$ cat src/rtl/i2c_pkg.sv
// Shared types and helpers for the CLK-domain I2C register-file slave.
package i2c_pkg;

  localparam logic [6:0] DEFAULT_DEV_ADDR = 7'h55;

  typedef enum logic [3:0] {
    IDLE      = 4'd0,
    ADDR      = 4'd1,
    ADDR_ACK  = 4'd2,
    INDEX     = 4'd3,
    INDEX_ACK = 4'd4,
    WRITE     = 4'd5,
    WRITE_ACK = 4'd6,
    READ      = 4'd7,
    READ_MACK = 4'd8
  } state_e;

  typedef enum logic [1:0] {
    SRC_RW,
    SRC_RO,
    SRC_ZERO
  } rd_src_e;

  // Region an index falls into: R/W file, read-only status, or unmapped.
  function automatic rd_src_e read_src(input logic [7:0] ptr, input int num_rw, input int num_ro);
    if (int'(ptr) < num_rw) return SRC_RW;
    if (int'(ptr) < num_rw + num_ro) return SRC_RO;
    return SRC_ZERO;
  endfunction

endpackage

$ cat src/rtl/i2c_regfile_slave_if.sv
// I2C pin bundle: raw SCL/SDA inputs and the open-drain SDA pull-down enable.
interface i2c_regfile_slave_if;
  logic SCL_IN;
  logic SDA_IN;
  logic SDA_OE;

  modport slave  (input SCL_IN, input SDA_IN, output SDA_OE);
  modport master (output SCL_IN, output SDA_IN, input SDA_OE);
endinterface

$ cat src/rtl/i2c_line_filter.sv
// Synchronises one raw bus line into CLK, rejects glitches shorter than
// FILTER_LEN cycles and flags single-cycle rise/fall events.
module i2c_line_filter #(
  parameter int FILTER_LEN = 3
) (
  input  logic clk,
  input  logic rst,
  input  logic raw,
  output logic level,
  output logic rise,
  output logic fall
);

  logic [1:0] sync;
  logic       level_d;
  logic [3:0] run;

  // NOTE: sequential state uses non-blocking assignments so every flop samples pre-edge values.
  always_ff @(posedge clk) begin
    if (rst) begin
      sync    <= 2'b11;
      level   <= 1'b1;
      level_d <= 1'b1;
      run     <= '0;
    end else begin
      sync    <= {sync[0], raw};
      level_d <= level;
      if (sync[1] == level) begin
        run <= '0;
      end else if (run == 4'(FILTER_LEN - 1)) begin
        level <= sync[1];
        run   <= '0;
      end else begin
        run <= run + 4'd1;
      end
    end
  end

  assign rise = level & ~level_d;
  assign fall = ~level & level_d;

endmodule

$ cat src/rtl/i2c_regfile_slave.sv
// CLK-oversampled I2C slave serving a byte-wide register file with
// auto-increment, per-register write strobes and read-only status registers.
module i2c_regfile_slave
  import i2c_pkg::*;
#(
  parameter logic [6:0]          DEV_ADDR   = DEFAULT_DEV_ADDR,
  parameter int                  NUM_RW     = 32,
  parameter int                  NUM_RO     = 2,
  parameter logic [8*NUM_RW-1:0] RW_RESET   = '0,
  parameter int                  FILTER_LEN = 3
) (
  input  logic                  CLK,
  input  logic                  RST,
  i2c_regfile_slave_if.slave    bus,
  output logic [8*NUM_RW-1:0]   o_regs,
  output logic [NUM_RW-1:0]     o_wr_strobe,
  input  logic [8*NUM_RO-1:0]   i_ro_regs,
  output logic                  o_busy
);

  localparam int RW_AW = (NUM_RW > 1) ? $clog2(NUM_RW) : 1;
  localparam int RO_AW = (NUM_RO > 1) ? $clog2(NUM_RO) : 1;

  logic scl, scl_rise, scl_fall;
  logic sda, sda_rise, sda_fall;
  logic start, stop;

  i2c_line_filter #(.FILTER_LEN(FILTER_LEN)) u_scl_filter (
    .clk(CLK), .rst(RST), .raw(bus.SCL_IN), .level(scl), .rise(scl_rise), .fall(scl_fall)
  );
  i2c_line_filter #(.FILTER_LEN(FILTER_LEN)) u_sda_filter (
    .clk(CLK), .rst(RST), .raw(bus.SDA_IN), .level(sda), .rise(sda_rise), .fall(sda_fall)
  );

  assign start = sda_fall & scl;
  assign stop  = sda_rise & scl;

  state_e     state, state_next;
  logic [3:0] bit_cnt, cnt_next;
  logic       sda_oe, oe_next;
  logic [7:0] shreg, ptr, tx, rd_byte, rd_ptr, wr_data;
  logic [7:0] regs [NUM_RW];
  logic [7:0] ro   [NUM_RO];
  logic       shift_in, write_byte, index_load, ptr_inc, tx_load, tx_first, tx_shift, wr_ok;
  logic [RW_AW-1:0] w_idx;

  for (genvar k = 0; k < NUM_RW; k++) begin : g_rw
    assign o_regs[8*k +: 8] = regs[k];
  end
  for (genvar k = 0; k < NUM_RO; k++) begin : g_ro
    assign ro[k] = i_ro_regs[8*k +: 8];
  end

  assign wr_data    = {shreg[6:0], sda};
  assign w_idx      = RW_AW'(ptr);
  assign wr_ok      = (read_src(ptr, NUM_RW, NUM_RO) == SRC_RW);
  // A master ACK loads the byte after the current pointer in the same cycle it advances.
  assign rd_ptr     = (state == READ_MACK) ? ptr + 8'd1 : ptr;
  assign bus.SDA_OE = sda_oe;

  always_comb begin
    case (read_src(rd_ptr, NUM_RW, NUM_RO))
      SRC_RW:  rd_byte = regs[RW_AW'(rd_ptr)];
      SRC_RO:  rd_byte = ro[RO_AW'(rd_ptr - 8'(NUM_RW))];
      default: rd_byte = 8'h00;
    endcase
  end

  always_comb begin
    // NOTE: every output gets a default first so no path through the case infers a latch.
    state_next = state;
    cnt_next   = bit_cnt;
    oe_next    = sda_oe;
    shift_in   = 1'b0;
    write_byte = 1'b0;
    index_load = 1'b0;
    ptr_inc    = 1'b0;
    tx_load    = 1'b0;
    tx_first   = 1'b0;
    tx_shift   = 1'b0;
    if (start) begin
      state_next = ADDR;
      cnt_next   = '0;
      oe_next    = 1'b0;
    end else if (stop) begin
      state_next = IDLE;
      oe_next    = 1'b0;
    end else begin
      case (state)
        ADDR, INDEX, WRITE: begin
          if (scl_rise) begin
            shift_in = 1'b1;
            cnt_next = bit_cnt + 4'd1;
            if (state == WRITE && bit_cnt == 4'd7) begin
              write_byte = 1'b1;
              ptr_inc    = 1'b1;
            end
          end else if (scl_fall && bit_cnt == 4'd8) begin
            oe_next = 1'b1;
            case (state)
              ADDR: begin
                if (shreg[7:1] == DEV_ADDR) begin
                  state_next = ADDR_ACK;
                end else begin
                  state_next = IDLE;
                  oe_next    = 1'b0;
                end
              end
              INDEX: begin
                index_load = 1'b1;
                state_next = INDEX_ACK;
              end
              default: state_next = WRITE_ACK;
            endcase
          end
        end
        ADDR_ACK: begin
          if (scl_fall) begin
            cnt_next = '0;
            if (shreg[0]) begin
              state_next = READ;
              tx_load    = 1'b1;
              tx_first   = 1'b1;
              oe_next    = ~rd_byte[7];
            end else begin
              state_next = INDEX;
              oe_next    = 1'b0;
            end
          end
        end
        INDEX_ACK, WRITE_ACK: begin
          if (scl_fall) begin
            state_next = WRITE;
            cnt_next   = '0;
            oe_next    = 1'b0;
          end
        end
        READ: begin
          if (scl_rise) begin
            cnt_next = bit_cnt + 4'd1;
          end else if (scl_fall) begin
            if (bit_cnt == 4'd8) begin
              state_next = READ_MACK;
              oe_next    = 1'b0;
            end else begin
              oe_next  = ~tx[7];
              tx_shift = 1'b1;
            end
          end
        end
        READ_MACK: begin
          if (scl_rise) begin
            if (!sda) begin
              ptr_inc    = 1'b1;
              tx_load    = 1'b1;
              state_next = READ;
              cnt_next   = '0;
            end else begin
              state_next = IDLE;
            end
          end
        end
        default: ;
      endcase
    end
  end

  always_ff @(posedge CLK) begin
    if (RST) begin
      state   <= IDLE;
      bit_cnt <= '0;
      sda_oe  <= 1'b0;
      o_busy  <= 1'b0;
    end else begin
      state   <= state_next;
      bit_cnt <= cnt_next;
      sda_oe  <= oe_next;
      // Busy holds across a repeated START and is only raised by an address match.
      o_busy  <= (state_next == ADDR) ? o_busy : (state_next != IDLE);
    end
  end

  always_ff @(posedge CLK) begin
    if (RST) begin
      shreg       <= '0;
      ptr         <= '0;
      tx          <= '0;
      o_wr_strobe <= '0;
      // NOTE: the register file is built from flops and must come out of reset at RW_RESET, so it is reset explicitly.
      for (int k = 0; k < NUM_RW; k++) regs[k] <= RW_RESET[8*k +: 8];
    end else begin
      o_wr_strobe <= '0;
      if (shift_in) shreg <= wr_data;
      if (index_load)   ptr <= shreg;
      else if (ptr_inc) ptr <= ptr + 8'd1;
      if (write_byte && wr_ok) begin
        regs[w_idx]        <= wr_data;
        o_wr_strobe[w_idx] <= 1'b1;
      end
      if (tx_load)       tx <= tx_first ? {rd_byte[6:0], 1'b0} : rd_byte;
      else if (tx_shift) tx <= {tx[6:0], 1'b0};
    end
  end

endmodule

$ cat src/flat_wrapper.sv
// flat-port wrapper written by rule: the top's interface ports become plain ports
module i2c_regfile_slave_flat import i2c_pkg::*;
#(
  parameter logic [6:0]          DEV_ADDR   = DEFAULT_DEV_ADDR,
  parameter int                  NUM_RW     = 32,
  parameter int                  NUM_RO     = 2,
  parameter logic [8*NUM_RW-1:0] RW_RESET   = '0,
  parameter int                  FILTER_LEN = 3
)
  (CLK, RST, o_regs, o_wr_strobe, i_ro_regs, o_busy, bus_SCL_IN, bus_SDA_IN, bus_SDA_OE);
  i2c_regfile_slave_if bus_i ();
  input  logic CLK;
  input  logic RST;
  output logic [8*NUM_RW-1:0] o_regs;
  output logic [NUM_RW-1:0] o_wr_strobe;
  input  logic [8*NUM_RO-1:0] i_ro_regs;
  output logic o_busy;
  input wire logic [$bits(bus_i.SCL_IN)-1:0] bus_SCL_IN;
  input wire logic [$bits(bus_i.SDA_IN)-1:0] bus_SDA_IN;
  output wire logic [$bits(bus_i.SDA_OE)-1:0] bus_SDA_OE;
  assign bus_i.SCL_IN = bus_SCL_IN;
  assign bus_i.SDA_IN = bus_SDA_IN;
  assign bus_SDA_OE = bus_i.SDA_OE;
  i2c_regfile_slave #(.DEV_ADDR(DEV_ADDR), .NUM_RW(NUM_RW), .NUM_RO(NUM_RO), .RW_RESET(RW_RESET), .FILTER_LEN(FILTER_LEN)) u_core (.CLK(CLK), .RST(RST), .bus(bus_i), .o_regs(o_regs), .o_wr_strobe(o_wr_strobe), .i_ro_regs(i_ro_regs), .o_busy(o_busy));
endmodule
$ cat config.mk
export PLATFORM = sky130hd
export DESIGN_NAME = i2c_regfile_slave_flat
export DESIGN_NICKNAME = d
export VERILOG_FILES = /design/src/rtl/i2c_pkg.sv /design/src/rtl/i2c_regfile_slave_if.sv /design/src/rtl/i2c_line_filter.sv /design/src/rtl/i2c_regfile_slave.sv /design/src/flat_wrapper.sv
export SDC_FILE = /design/constraint.sdc
export NUM_CORES = 1
export LEC_CHECK = 0
export CORE_ASPECT_RATIO = 1.5
export CORE_MARGIN = 2
export CORE_UTILIZATION = 48
export DETAILED_ROUTE_END_ITERATION = 7
export PLACE_DENSITY = 0.77
export SYNTH_ARGS = -nofsm -noshare
export SYNTH_HDL_FRONTEND = slang
export SYNTH_SLANG_ARGS = --single-unit
export TNS_END_PERCENT = 20
$ cat constraint.sdc
create_clock -name CLK -period 3.7 [get_ports CLK]
set_input_delay 0.37 -clock CLK [delete_from_list [all_inputs] [get_ports CLK]]
set_output_delay 0.37 -clock CLK [all_outputs]
set_load 0.05 [all_outputs]
==> reports/results.ini <==
[routing]
drt_pass1_iterations = 7
routedWlPerCell_um = 28.2
drt_iter0_drc = 1643
drcViolationCount = 0
antenna_left = 0
num_vias = 14900
via_per_inst = 6.31
wl_um = 66800

[synth]
synth_top_flop_cell = edfxtp_1
synth_edf_count = 256
async_flop_share = 0
synth.cell_area_sq_um = 17400
yosysUniqueCellTypes = 79
synth_area_per_cell_sq_um = 11.3
syn_nets = 1577
ys_ff_latch = 338
synthCells = 1547
seq_area_frac_synth = 0.535
yosysWarnings = 0

[timing]
whs_ns = 0.423
tightest_slew_ns = 1.07
drv_slew = 0
max-slew-margin-rel = 0.286
setup-violations-final = 0
layout_worst_path_cycle_share = 0.923
setup_tns_ns = 0
hold_viol_final = 0
period_needed_ns = 3.42
grt_setup_unrepaired = no
skew_ns = 0.0338
max_freq_mhz = 293

[floorplanning]
dieHeight_um = 237
core-area_sq_um = 35800
ioPinCount = 310
start_util = 0.486
die_w_um = 160
fp.dieArea_sq_um = 37900
rows = 85

[clock_network]
cts_max_path_buffers = 3
clk_latency_ns = 0.55
cts_root_buf = clkbuf_16
holdBufCountCts = 0
path_clk_slew_ns = 0.06
cts_tree = built
htreeDepth = 2
cts.sinks = 338
numCtsBuffers = 35

[critical_path]
critical_path_class = flip-flop to flip-flop
slowest_delay_ns = 0.66
cp-end-kind = flip-flop
path_common_cell = buf_4
crit_chain = or4b_1 > buf_4 > buf_4 > mux4_2 > a21oi_1 > a211oi_1 > a41o_1 > nor4_1 > nor2_1 > o221ai_1
crit_arrival_ns = 3.86
worst_path_max_delay_cell = or4b_1
crit_fanout = 14
cp.required_ns = 4.15
critPathLaunchType = flip-flop

[power]
p_leak_nw = 7.64
irDropWorstVdd_v = 0.000421
powerDensity_nw_per_um2 = 404

[placement]
dpl_cell_area_sq_um = 21400
gp_congestion = 1.04
dp.final_hpwl_um = 48700
portBuffers = 309

[flow_run]
cap_violations = 0

[grt]
first_global_vias = 14900
grt_max_degree = 41
grt_antenna_before_repair = 1
grt_pass1_wl_um = 97900
overflow = 0
grtUsageTotal = 0.347

[finish]
final_layout_size_suffix_gt1_frac = 0.128
fillers = 2878
fin_nets = 1893
fin_area_sq_um = 22600
antenna_cells = 0
syn2layout_area_growth_pct = 29.8

[hold_path]
holdCritPathClass = input port to flip-flop

[status]
status = completed

worst paths after layout:
path / from / end / slack, ns / depth (start not counted)
worst min register to register: u_core.u_sda_filter.sync[0] / u_core.u_sda_filter.sync[1] / 0.42 / 1
worst max-delay path: u_core.state[1] / u_core.tx[3] / 0.28 / 10
worst max register to register: u_core.state[1] / u_core.tx[3] / 0.28 / 10
worst min-delay path: bus_SDA_IN / u_core.u_sda_filter.sync[0] / 0.42 / 2
cells in the final DEF, fill, tap and decap left out, types with 13 or more instances in the layout:
master | synthesis | final
nor4_1 | 23 | 23
o21ai_0 | 63 | 63
mux4_2 | 40 | 40
a31oi_1 | 13 | 13
and2_1 | 163 | 163
nand2_1 | 92 | 92
o22ai_1 | 39 | 39
nand3_1 | 25 | 25
clkbuf_16 | 0 | 36
edfxtp_1 | 256 | 256
dfxtp_1 | 82 | 79
mux2i_1 | 151 | 150
nor2_1 | 97 | 97
clkdlybuf4s50_1 | 0 | 309
nor3_1 | 126 | 126
a21oi_1 | 27 | 27
buf_4 | 9 | 106
per-stage QoR:
stage / setup slack, ns / utilization / power (W) / cells
after global routing: 0.0566 / 0.631 / 0.00934 / 2368
after floorplan: -0.0316 / - / 0.00512 / 1547
final: 0.284 / 0.631 / 0.00913 / 2368
after CTS: 0.156 / 0.630 / 0.00915 / 2367
after global placement: 0.253 / 0.598 / 0.00563 / 2303
after detailed placement: 0.208 / 0.598 / 0.00564 / 2303
Yosys cell counts, drive strengths merged, types with 13 or more instances:
cell | count | area (sq um)
a21oi | 27 | 135
a31oi | 13 | 81.3
and2 | 163 | 1020
buf | 46 | 258
clkbuf | 96 | 362
dfxtp | 82 | 1640
edfxtp | 256 | 7690
mux2i | 151 | 1510
mux4 | 40 | 901
nand2 | 93 | 352
nand3 | 25 | 125
nor2 | 97 | 364
nor3 | 127 | 641
nor4 | 23 | 144
o21ai | 66 | 330
o22ai | 39 | 244
xnor2 | 13 | 133
power by group:
group | leakage (nW) | internal (W) | switching [W]
registers | 3.12 | 0.00422 | 0.000187
logic | 3.95 | 0.000383 | 0.000780
clock network | 0.567 | 0.00204 | 0.00151
total | 7.64 | 0.00665 | 0.00248
registers in the layout (all words and copies together), names as in the netlist, 2 cells and up:
| signal | count |
|---|---|
| u_core.u_sda_filter.sync | 2 |
| u_core.state | 4 |
| u_core.tx | 8 |
| u_core.u_scl_filter.sync | 2 |
| u_core.bit_cnt | 4 |
| u_core.shreg | 8 |
| u_core.u_sda_filter.run | 4 |
| u_core.u_scl_filter.run | 4 |
| u_core.ptr | 8 |
| u_core.o_wr_strobe | 32 |
| u_core.regs | 256 |
worst max-delay path: cells and delay by family, from the launching register on:
family	cells	cell delay [ns]
AO/OA/AOI/OAI	4	0.74
buffers and inverters	2	0.51
flip-flops	1	0.33
multiplexers	1	0.51
AND/OR/NAND/NOR	3	1.25
cell type report:
class | count | area [sq um] | area share
repair buffers | 421 | 4020 | 0.178
well taps | 478 | 598 | 0.0264
multi-input cells | 1052 | 7470 | 0.330
inverters | 15 | 56.3 | 0.00249
clock buffers | 48 | 996 | 0.0440
flip-flops and latches | 338 | 9340 | 0.413
clock inverters | 16 | 153 | 0.00675
metal layers:
layer	GRT usage	vias to the layer above	share of wire
li1	-	6391	-
met2	0.603	988	0.51
met5	0	-	0
met3	0.0576	240	0.091
met4	0.187	0	0.060
met1	0.412	7324	0.34
kinds of logic (layout without fill, tap and decap cells):
family                     after synthesis  count (layout)  share of synthesized area
and+or+nand+nor                        605             605                      0.183
DFF                                    338             338                      0.535
AOI/OAI and AO/OA                      219             219                     0.0817
muxes                                  199             199                      0.144
buffers and inverters                  157             500                     0.0388
xor gates and xnor gates                19              19                     0.0106
adders and majority gates               10              10                    0.00718
repair_timing:
action                     CTS  global route
resized for setup            0             0
setup buffers                0             1
setup endpoints to repair    0             5
(Power assumes the default switching activity.)
